### src/rtl/shift_arb_pkg.sv
//------------------------------------------------------------------------------
// shift_arb_pkg : shared widths, state and source encodings for shift_arbiter_8
// Rev 1.0
//------------------------------------------------------------------------------
`default_nettype none

package shift_arb_pkg;
  localparam int DATA_W = 8;
  localparam int AMT_W  = 3;

  typedef enum logic {
    EMPTY = 1'b0,
    FULL  = 1'b1
  } state_e;

  typedef enum logic {
    SRC_A = 1'b0,
    SRC_B = 1'b1
  } src_e;
endpackage

`default_nettype wire

### src/rtl/shift_arb_core_8.sv
//------------------------------------------------------------------------------
// shift_arb_core_8 : combinational 8-bit shifter; rotate option under SHIFT_ARB_ROTATE_EN
// Rev 1.0
//------------------------------------------------------------------------------
`default_nettype none

module shift_arb_core_8
  import shift_arb_pkg::*;
(
  input  logic [DATA_W-1:0] data,
  input  logic [AMT_W-1:0]  amt,
  input  logic              right,
  input  logic              rot,
  output logic [DATA_W-1:0] result
);

`ifdef SHIFT_ARB_ROTATE_EN
  logic [2*DATA_W-1:0] dbl_r;
  logic [2*DATA_W-1:0] dbl_l;

  // Shifting a doubled copy yields the rotation in one half without width games.
  always_comb begin
    dbl_r = {data, data} >> amt;
    dbl_l = {data, data} << amt;
    if (rot) begin
      result = right ? dbl_r[DATA_W-1:0] : dbl_l[2*DATA_W-1:DATA_W];
    end else begin
      result = right ? (data >> amt) : (data << amt);
    end
  end
`else
  logic unused_rot;
  assign unused_rot = rot;

  always_comb begin
    result = right ? (data >> amt) : (data << amt);
  end
`endif

endmodule

`default_nettype wire

### src/rtl/shift_arbiter_8.sv
//------------------------------------------------------------------------------
// shift_arbiter_8 : two-requester round-robin arbiter in front of one shared
// shifter, 1-deep registered result. Optional rotate via SHIFT_ARB_ROTATE_EN.
// Rev 1.0
//------------------------------------------------------------------------------
`default_nettype none

module shift_arbiter_8
  import shift_arb_pkg::*;
#(
  parameter int SHIFT_ARB_TAG_W = 4
) (
  input  logic                       clk,
  input  logic                       rst_n,
  input  logic                       a_valid,
  output logic                       a_ready,
  input  logic [DATA_W-1:0]          a_data,
  input  logic [AMT_W-1:0]           a_amt,
  input  logic                       a_right,
  input  logic                       a_rot,
  input  logic [SHIFT_ARB_TAG_W-1:0] a_tag,
  input  logic                       b_valid,
  output logic                       b_ready,
  input  logic [DATA_W-1:0]          b_data,
  input  logic [AMT_W-1:0]           b_amt,
  input  logic                       b_right,
  input  logic                       b_rot,
  input  logic [SHIFT_ARB_TAG_W-1:0] b_tag,
  output logic                       rsp_valid,
  input  logic                       rsp_ready,
  output logic [DATA_W-1:0]          rsp_data,
  output logic                       rsp_src,
  output logic [SHIFT_ARB_TAG_W-1:0] rsp_tag,
  output logic [15:0]                grant_cnt_a,
  output logic [15:0]                grant_cnt_b
);

  state_e                     state_q, state_d;
  src_e                       ptr_q, ptr_d;
  logic [DATA_W-1:0]          rsp_data_q, rsp_data_d;
  src_e                       rsp_src_q, rsp_src_d;
  logic [SHIFT_ARB_TAG_W-1:0] rsp_tag_q, rsp_tag_d;
  logic [15:0]                cnt_a_q, cnt_a_d;
  logic [15:0]                cnt_b_q, cnt_b_d;

  logic              can_accept;
  logic              grant_a;
  logic              grant_b;
  logic              accept;
  logic [DATA_W-1:0] op_data;
  logic [AMT_W-1:0]  op_amt;
  logic              op_right;
  logic              op_rot;
  logic [DATA_W-1:0] core_out;

  // rst_n gates the readies so nothing handshakes while reset is held.
  always_comb begin
    can_accept = rst_n && ((state_q == EMPTY) || rsp_ready);
    grant_a    = can_accept && a_valid && (!b_valid || (ptr_q == SRC_A));
    grant_b    = can_accept && b_valid && (!a_valid || (ptr_q == SRC_B));
    accept     = grant_a || grant_b;
    op_data    = grant_b ? b_data  : a_data;
    op_amt     = grant_b ? b_amt   : a_amt;
    op_right   = grant_b ? b_right : a_right;
    op_rot     = grant_b ? b_rot   : a_rot;
  end

  shift_arb_core_8 u_core (
    .data   (op_data),
    .amt    (op_amt),
    .right  (op_right),
    .rot    (op_rot),
    .result (core_out)
  );

  always_comb begin
    state_d    = state_q;
    ptr_d      = ptr_q;
    rsp_data_d = rsp_data_q;
    rsp_src_d  = rsp_src_q;
    rsp_tag_d  = rsp_tag_q;
    cnt_a_d    = cnt_a_q;
    cnt_b_d    = cnt_b_q;

    if (accept) begin
      state_d    = FULL;
      rsp_data_d = core_out;
      rsp_src_d  = grant_b ? SRC_B : SRC_A;
      rsp_tag_d  = grant_b ? b_tag : a_tag;
      ptr_d      = grant_b ? SRC_A : SRC_B;
    end else if ((state_q == FULL) && rsp_ready) begin
      state_d = EMPTY;
    end

    if (grant_a) cnt_a_d = cnt_a_q + 16'd1;
    if (grant_b) cnt_b_d = cnt_b_q + 16'd1;
  end

  always_ff @(posedge clk or negedge rst_n) begin
    if (!rst_n) begin
      state_q    <= EMPTY;
      ptr_q      <= SRC_A;
      rsp_data_q <= '0;
      rsp_src_q  <= SRC_A;
      rsp_tag_q  <= '0;
      cnt_a_q    <= '0;
      cnt_b_q    <= '0;
    end else begin
      state_q    <= state_d;
      ptr_q      <= ptr_d;
      rsp_data_q <= rsp_data_d;
      rsp_src_q  <= rsp_src_d;
      rsp_tag_q  <= rsp_tag_d;
      cnt_a_q    <= cnt_a_d;
      cnt_b_q    <= cnt_b_d;
    end
  end

  assign a_ready     = grant_a;
  assign b_ready     = grant_b;
  assign rsp_valid   = (state_q == FULL);
  assign rsp_data    = rsp_data_q;
  assign rsp_src     = rsp_src_q;
  assign rsp_tag     = rsp_tag_q;
  assign grant_cnt_a = cnt_a_q;
  assign grant_cnt_b = cnt_b_q;

endmodule

`default_nettype wire

### config.mk
export PLATFORM = sky130hd
export DESIGN_NAME = shift_arbiter_8
export DESIGN_NICKNAME = d
export VERILOG_FILES = /design/src/rtl/shift_arb_pkg.sv /design/src/rtl/shift_arb_core_8.sv /design/src/rtl/shift_arbiter_8.sv
export SDC_FILE = /design/constraint.sdc
export NUM_CORES = 1
export LEC_CHECK = 0
export CAP_MARGIN = 25
export CORE_MARGIN = 2
export CORE_UTILIZATION = 40
export DETAILED_ROUTE_END_ITERATION = 10
export GPL_ROUTABILITY_DRIVEN = 0
export HOLD_SLACK_MARGIN = 0.15
export PLACE_DENSITY = 0.73
export SYNTH_ARGS = -nofsm -noshare
export SYNTH_HDL_FRONTEND = slang
export SYNTH_HIERARCHICAL = 1
export SYNTH_SLANG_ARGS = --single-unit
### constraint.sdc
create_clock -name clk -period 2.4 [get_ports clk]
set_input_delay 0.48 -clock clk [delete_from_list [all_inputs] [get_ports clk]]
set_output_delay 0.48 -clock clk [all_outputs]
set_load 0.03 [all_outputs]
==> After elaboration in Yosys (flattened, before gate mapping) <==
Cells that the tools add are included.
{ "op_classes": {"add_sub_neg": 2, "shifts": 2, "n_mux": 9, "n_bitwise": 2, "reduce_logical": 13} }
{ "op_table": {"columns": ["operator", "n"], "rows": [
  ["$add 16x1->16 const B", 2],
  ["$mux 8", 2],
  ["$shl 8x3->8", 1],
  ["$shr 8x3->8", 1],
  ["$logic_and 1x1->1", 6],
  ["$mux 1", 5],
  ["$logic_or 1x1->1", 4],
  ["$mux 4", 1],
  ["$mux 3", 1],
  ["$logic_not 1->1", 2],
  ["$not 1->1", 2],
  ["$reduce_bool 2->1", 1]
]} }
{ "word_totals": {"reg_bits": 47, "input_bits": 39, "word_cells": 35} }

==> Logic depth before layout (Yosys ltp) <==
{ "logic_depth": {"word_depth": 8, "depth_mapped": 14} }

==> Modules after synthesis <==
The synthesis kept the hierarchy.
{ "modules_own_cells": {"columns": ["mod", "instances", "cells_per_inst", "area_each_um2", "seq_area_each_um2"], "rows": [
  ["shift_arbiter_8", 1, 226, 2282.2, 1176.1],
  ["shift_arb_core_8", 1, 73, 560.5, 0.0]
]} }

==> Worst setup path after synthesis <==
No wires, ideal clock.
{ "synth_timing": {"kind": "reg2reg", "startpoint": "register state_q (netlist: rsp_valid)", "endpoint": "register rsp_data_q[4] (netlist: rsp_data[4])", "setup_time_ns": 0.125, "t_arrival_ns": 2.662, "slack_ns": -0.386, "stages_incl_launch_ff": 14, "n_path_buf": 3, "cell_sequence": "dfrtp_1 -> nand2b_4 -> o2111ai_1 -> buf_2 -> inv_2 -> buf_2 -> nand2_1 -> nand2_1 -> buf_6 -> mux2_4 -> mux2i_1 -> nor2_1 -> o31a_1 -> mux2_2"} }
{ "synth_via": {"elab_chain_len": 8} }
{ "synth_lines": {"columns": ["item", "line_no", "text"], "rows": [
  ["start, declared", "shift_arbiter_8.sv:38", "state_e state_q, state_d;"],
  ["start signal, assigned", "shift_arbiter_8.sv:109", "state_q <= state_d;"],
  ["$not 1->1 *", "shift_arbiter_8.sv:58", "can_accept = rst_n && ((state_q == EMPTY) || rsp_ready);"],
  ["$logic_or 1x1->1 *", "shift_arbiter_8.sv:58", null],
  ["$logic_and 1x1->1 *", "shift_arbiter_8.sv:58", null],
  ["$logic_and 1x1->1 * (2 in a row)", "shift_arbiter_8.sv:60", "grant_b = can_accept && b_valid && (!a_valid || (ptr_q == SRC_B));"],
  ["via b_ready", "shift_arbiter_8.sv:23", "output logic b_ready,"],
  ["$mux 3 *", "shift_arbiter_8.sv:63", "op_amt = grant_b ? b_amt : a_amt;"],
  ["via op_amt[1]", "shift_arbiter_8.sv:51", "logic [AMT_W-1:0] op_amt;"],
  ["$shl 8x3->8 / $shr 8x3->8 (equally long branches)", "shift_arb_core_8.sv:36", "result = right ? (data >> amt) : (data << amt);"],
  ["$mux 8 *", "shift_arb_core_8.sv:36", null],
  ["via core_out[4]", "shift_arbiter_8.sv:54", "logic [DATA_W-1:0] core_out;"],
  ["end signal, assigned", "shift_arbiter_8.sv:111", "rsp_data_q <= rsp_data_d;"],
  ["end, declared", "shift_arbiter_8.sv:40", "logic [DATA_W-1:0] rsp_data_q, rsp_data_d;"]
]} }
Mark *: on every way through the listed nets, which the timed path passes. The rest lies on a longest branch.
A chain may end at the register's enable or synchronous reset.

==> Worst setup path in the final report <==
{ "layout_timing": {"startpoint": "input rsp_ready", "endpoint": "register rsp_data_q[5] (netlist: rsp_data[5])"} }
{ "layout_via": {"elab_chain_len": 7} }
{ "layout_lines": {"columns": ["item", "line_no", "text"], "rows": [
  ["start, declared", "shift_arbiter_8.sv:30", "input logic rsp_ready,"],
  ["$logic_or 1x1->1 *", "shift_arbiter_8.sv:58", null],
  ["$logic_and 1x1->1 *", "shift_arbiter_8.sv:58", null],
  ["$logic_and 1x1->1 * (2 in a row)", "shift_arbiter_8.sv:60", null],
  ["$mux 3 *", "shift_arbiter_8.sv:63", null],
  ["via op_amt[0]", "shift_arbiter_8.sv:51", null],
  ["$shl 8x3->8 / $shr 8x3->8 (equally long branches)", "shift_arb_core_8.sv:36", null],
  ["$mux 8 *", "shift_arb_core_8.sv:36", null],
  ["via core_out[5]", "shift_arbiter_8.sv:54", null]
]} }
Marks and branches as above.

==> impl_metrics.py <==
metrics = {
    "outcome": {
        "status": "complete, no violations",
    },
    "critical_path": {
        "crit_start": "rsp_ready",
        "worstSetupEndpointType": "register",
        "worst_path_dominant_cell_family": "multiplexers",
        "crit_path_start_kind": "primary input",
        "slowest_delay_ps": 490,
        "worst-path-buf-inv": 3,
        "r2r-start": "rsp_valid",
        "critPathKind": "in2reg",
        "slowest_stage": "mux4_2",
        "worstPathArrival_ps": 2520,
        "crit_required_ps": 2590,
        "crit_chain": "dlygate4sd2_1, nand2b_4, o2111ai_2, buf_6, buf_6, nand2_4, nand2_4, mux4_2, nor2b_1, nor3_1, a21oi_1, mux2_4",
        "crit_fanout": 7,
    },
    "final_layout": {
        "area_growth_pct": 52.2,
        "multi_input_area_sq_mm": 0.00165,
        "fin_nets": 464,
        "seq_area_sq_mm": 0.00118,
        "diodes": 0,
        "nFillCells": 591,
        "drive_gt1_share_pct": 25.9,
        "final_core_util_pct": 63.1,
    },
    "drt": {
        "drt-wirelength-per-cell_um": 14.7,
        "first_iter_violations": 102,
        "vias_per_cell": 5.14,
        "route.detailed.drc": 0,
        "drt_wl_total_mm": 7.65,
        "drtAntennaViolNets": 0,
        "firstDrtPassIters": 4,
        "vias": 2671,
    },
    "floorplanning": {
        "start_util_pct": 41.4,
        "row_count": 30,
        "core_sq_mm": 0.00683,
        "ios": 87,
        "die_area_sq_mm": 0.00777,
        "die_h_um": 88.1,
        "die_w_um": 88.1,
    },
    "global_route": {
        "grt_pass1_wl_mm": 12.6,
        "grt_max_degree": 51,
        "grt_usage_pct": 20.4,
        "antenna_found_initial": 0,
        "grt_overflow": 0,
        "grt_pass1_vias": 2704,
    },
    "clocking": {
        "h-tree-depth": 2,
        "clock_path_buffers": 2,
        "clkLatencyLatePin_ps": 300,
        "clock_sinks": 47,
        "cts_buffers": 5,
        "cts_tree": "done",
        "ctsHoldBuffers": 0,
        "clockRootBuffer": "clkbuf_8",
        "path_clk_slew_ps": 90,
    },
    "yosys": {
        "yosys_warnings": 6,
        "syn_inst": 296,
        "synth_nets": 337,
        "syn_area_sq_mm": 0.00283,
        "avgSynthCellArea_sq_um": 9.57,
    },
    "sta": {
        "min_period_over_period_pct": 96.9,
        "fmax_mhz": 430,
        "fin_skew_ps": 10.8,
        "setup_slack_ps": 73.6,
        "drv_slew": 0,
        "worst_slew_pin_slew_ps": 633,
        "min_period_ps": 2330,
        "relSlewSlack_pct": 57.8,
        "hold_viol_final": 0,
        "rsz0062_at_grt": "false",
        "setup_viol": 0,
    },
    "power_and_ir_drop": {
        "p_per_area_mw_per_mm2": 695,
        "vdd_ir_drop_max_mv": 0.557,
        "p_leak_uw": 0.00195,
    },
    "place": {
        "io_buffers": 84,
        "dp_hpwl_mm": 5.49,
        "place_ws_ps": -548,
    },
    "min_path": {
        "hold_class": "in2async",
    },
    "job": {
        "maxCapViolCount": 0,
    },
}
## final timing paths
check                                        to  slack (ps)  cells after the start
max in group asynchronous             rsp_valid        1630                      2
worst min register to register  grant_cnt_a[15]         470                      1
worst max-delay path                rsp_data[5]          70                     12
worst max register to register      rsp_data[4]          90                     11
worst min-delay path                rsp_data[5]         310                      2
min in group clk                grant_cnt_a[15]         470                      1
## layout by cell type, fill, tap and decap left out, types with 4 or more instances in the layout
cell,count
nand3_1,10
nand2_4,7
mux2_2,5
mux2i_1,4
dfrtp_1,46
nand4_1,7
mux2_4,4
nor4_2,7
xnor2_1,10
nor2_1,13
nand2_2,8
nor3_1,9
nand2_1,59
buf_6,6
mux4_2,4
nand2b_1,4
clkbuf_8,5
a21oi_1,4
inv_1,6
buf_4,40
xor2_1,20
clkdlybuf4s50_1,78
a31oi_1,5
nor4_1,6
## repair_timing
| action | 4_1_cts | 5_1_grt |
|---|---|---|
| gates resized for setup | 39 | 3 |
| gates cloned | 2 | 0 |
| buffers inserted | 8 | 0 |
| setup endpoints to repair | 8 | 6 |
| pin swaps | 12 | 0 |
## worst reg2reg max path: stages (launching register included)
cell,delay (ps)
dfrtp_2,440
nand2b_4,90
o2111ai_2,100
buf_6,170
buf_2,150
nand2_1,90
nand2_1,100
buf_4,160
mux2i_2,190
o22ai_1,150
o31a_1,290
mux2_4,260
## sequential cells by signal, indices dropped and copies added, names as in the netlist
| register | flops |
|---|---|
| rsp_data | 8 |
| rsp_tag | 4 |
| rsp_valid | 1 |
| grant_cnt_b | 16 |
| ptr_q | 1 |
| grant_cnt_a | 16 |
| rsp_src | 1 |
## metal layers
layer	global-route usage [%]	vias to the layer above	wire, um
met5	0	-	0
met2	35.1	65	3850
met4	6.34	0	78
met1	25.8	1312	3350
met3	4.34	6	373
li1	-	1288	-
## layout make-up
cell class                 instances  area share (%)
timing repair buffer             132            28.7
timing repair inverter             1           0.145
clock inverter                     2           0.290
tap                               96            2.79
clock buffer                       6            1.68
multi-input combinational        228            38.2
inverter                           8           0.871
sequential                        47            27.3
## power by group
part           internal [uW]  leakage, uW  switching (uW)  total (uW)
Clock                    204    0.0000412             265         469
Combinational            657      0.00132             751        1410
Sequential               952     0.000594             169        1120
Total                   1810      0.00195            1180        3000
## stage by stage
step / total power [uW] / hold slack, ps / setup TNS (ps) / instance area [sq um] / cells
global route: 3170 / 363 / 0 / 4310 / 520
global placement: 2440 / 458 / -3790 / 4030 / 502
floorplan: 1870 / 184 / -199 / 2880 / 296
CTS: 3020 / 322 / 0 / 4310 / 520
detailed placement: 2460 / 461 / -4020 / 4030 / 502
finish: 3000 / 309 / 0 / 4310 / 520
Note: power is estimated with default switching activity, not from simulation.
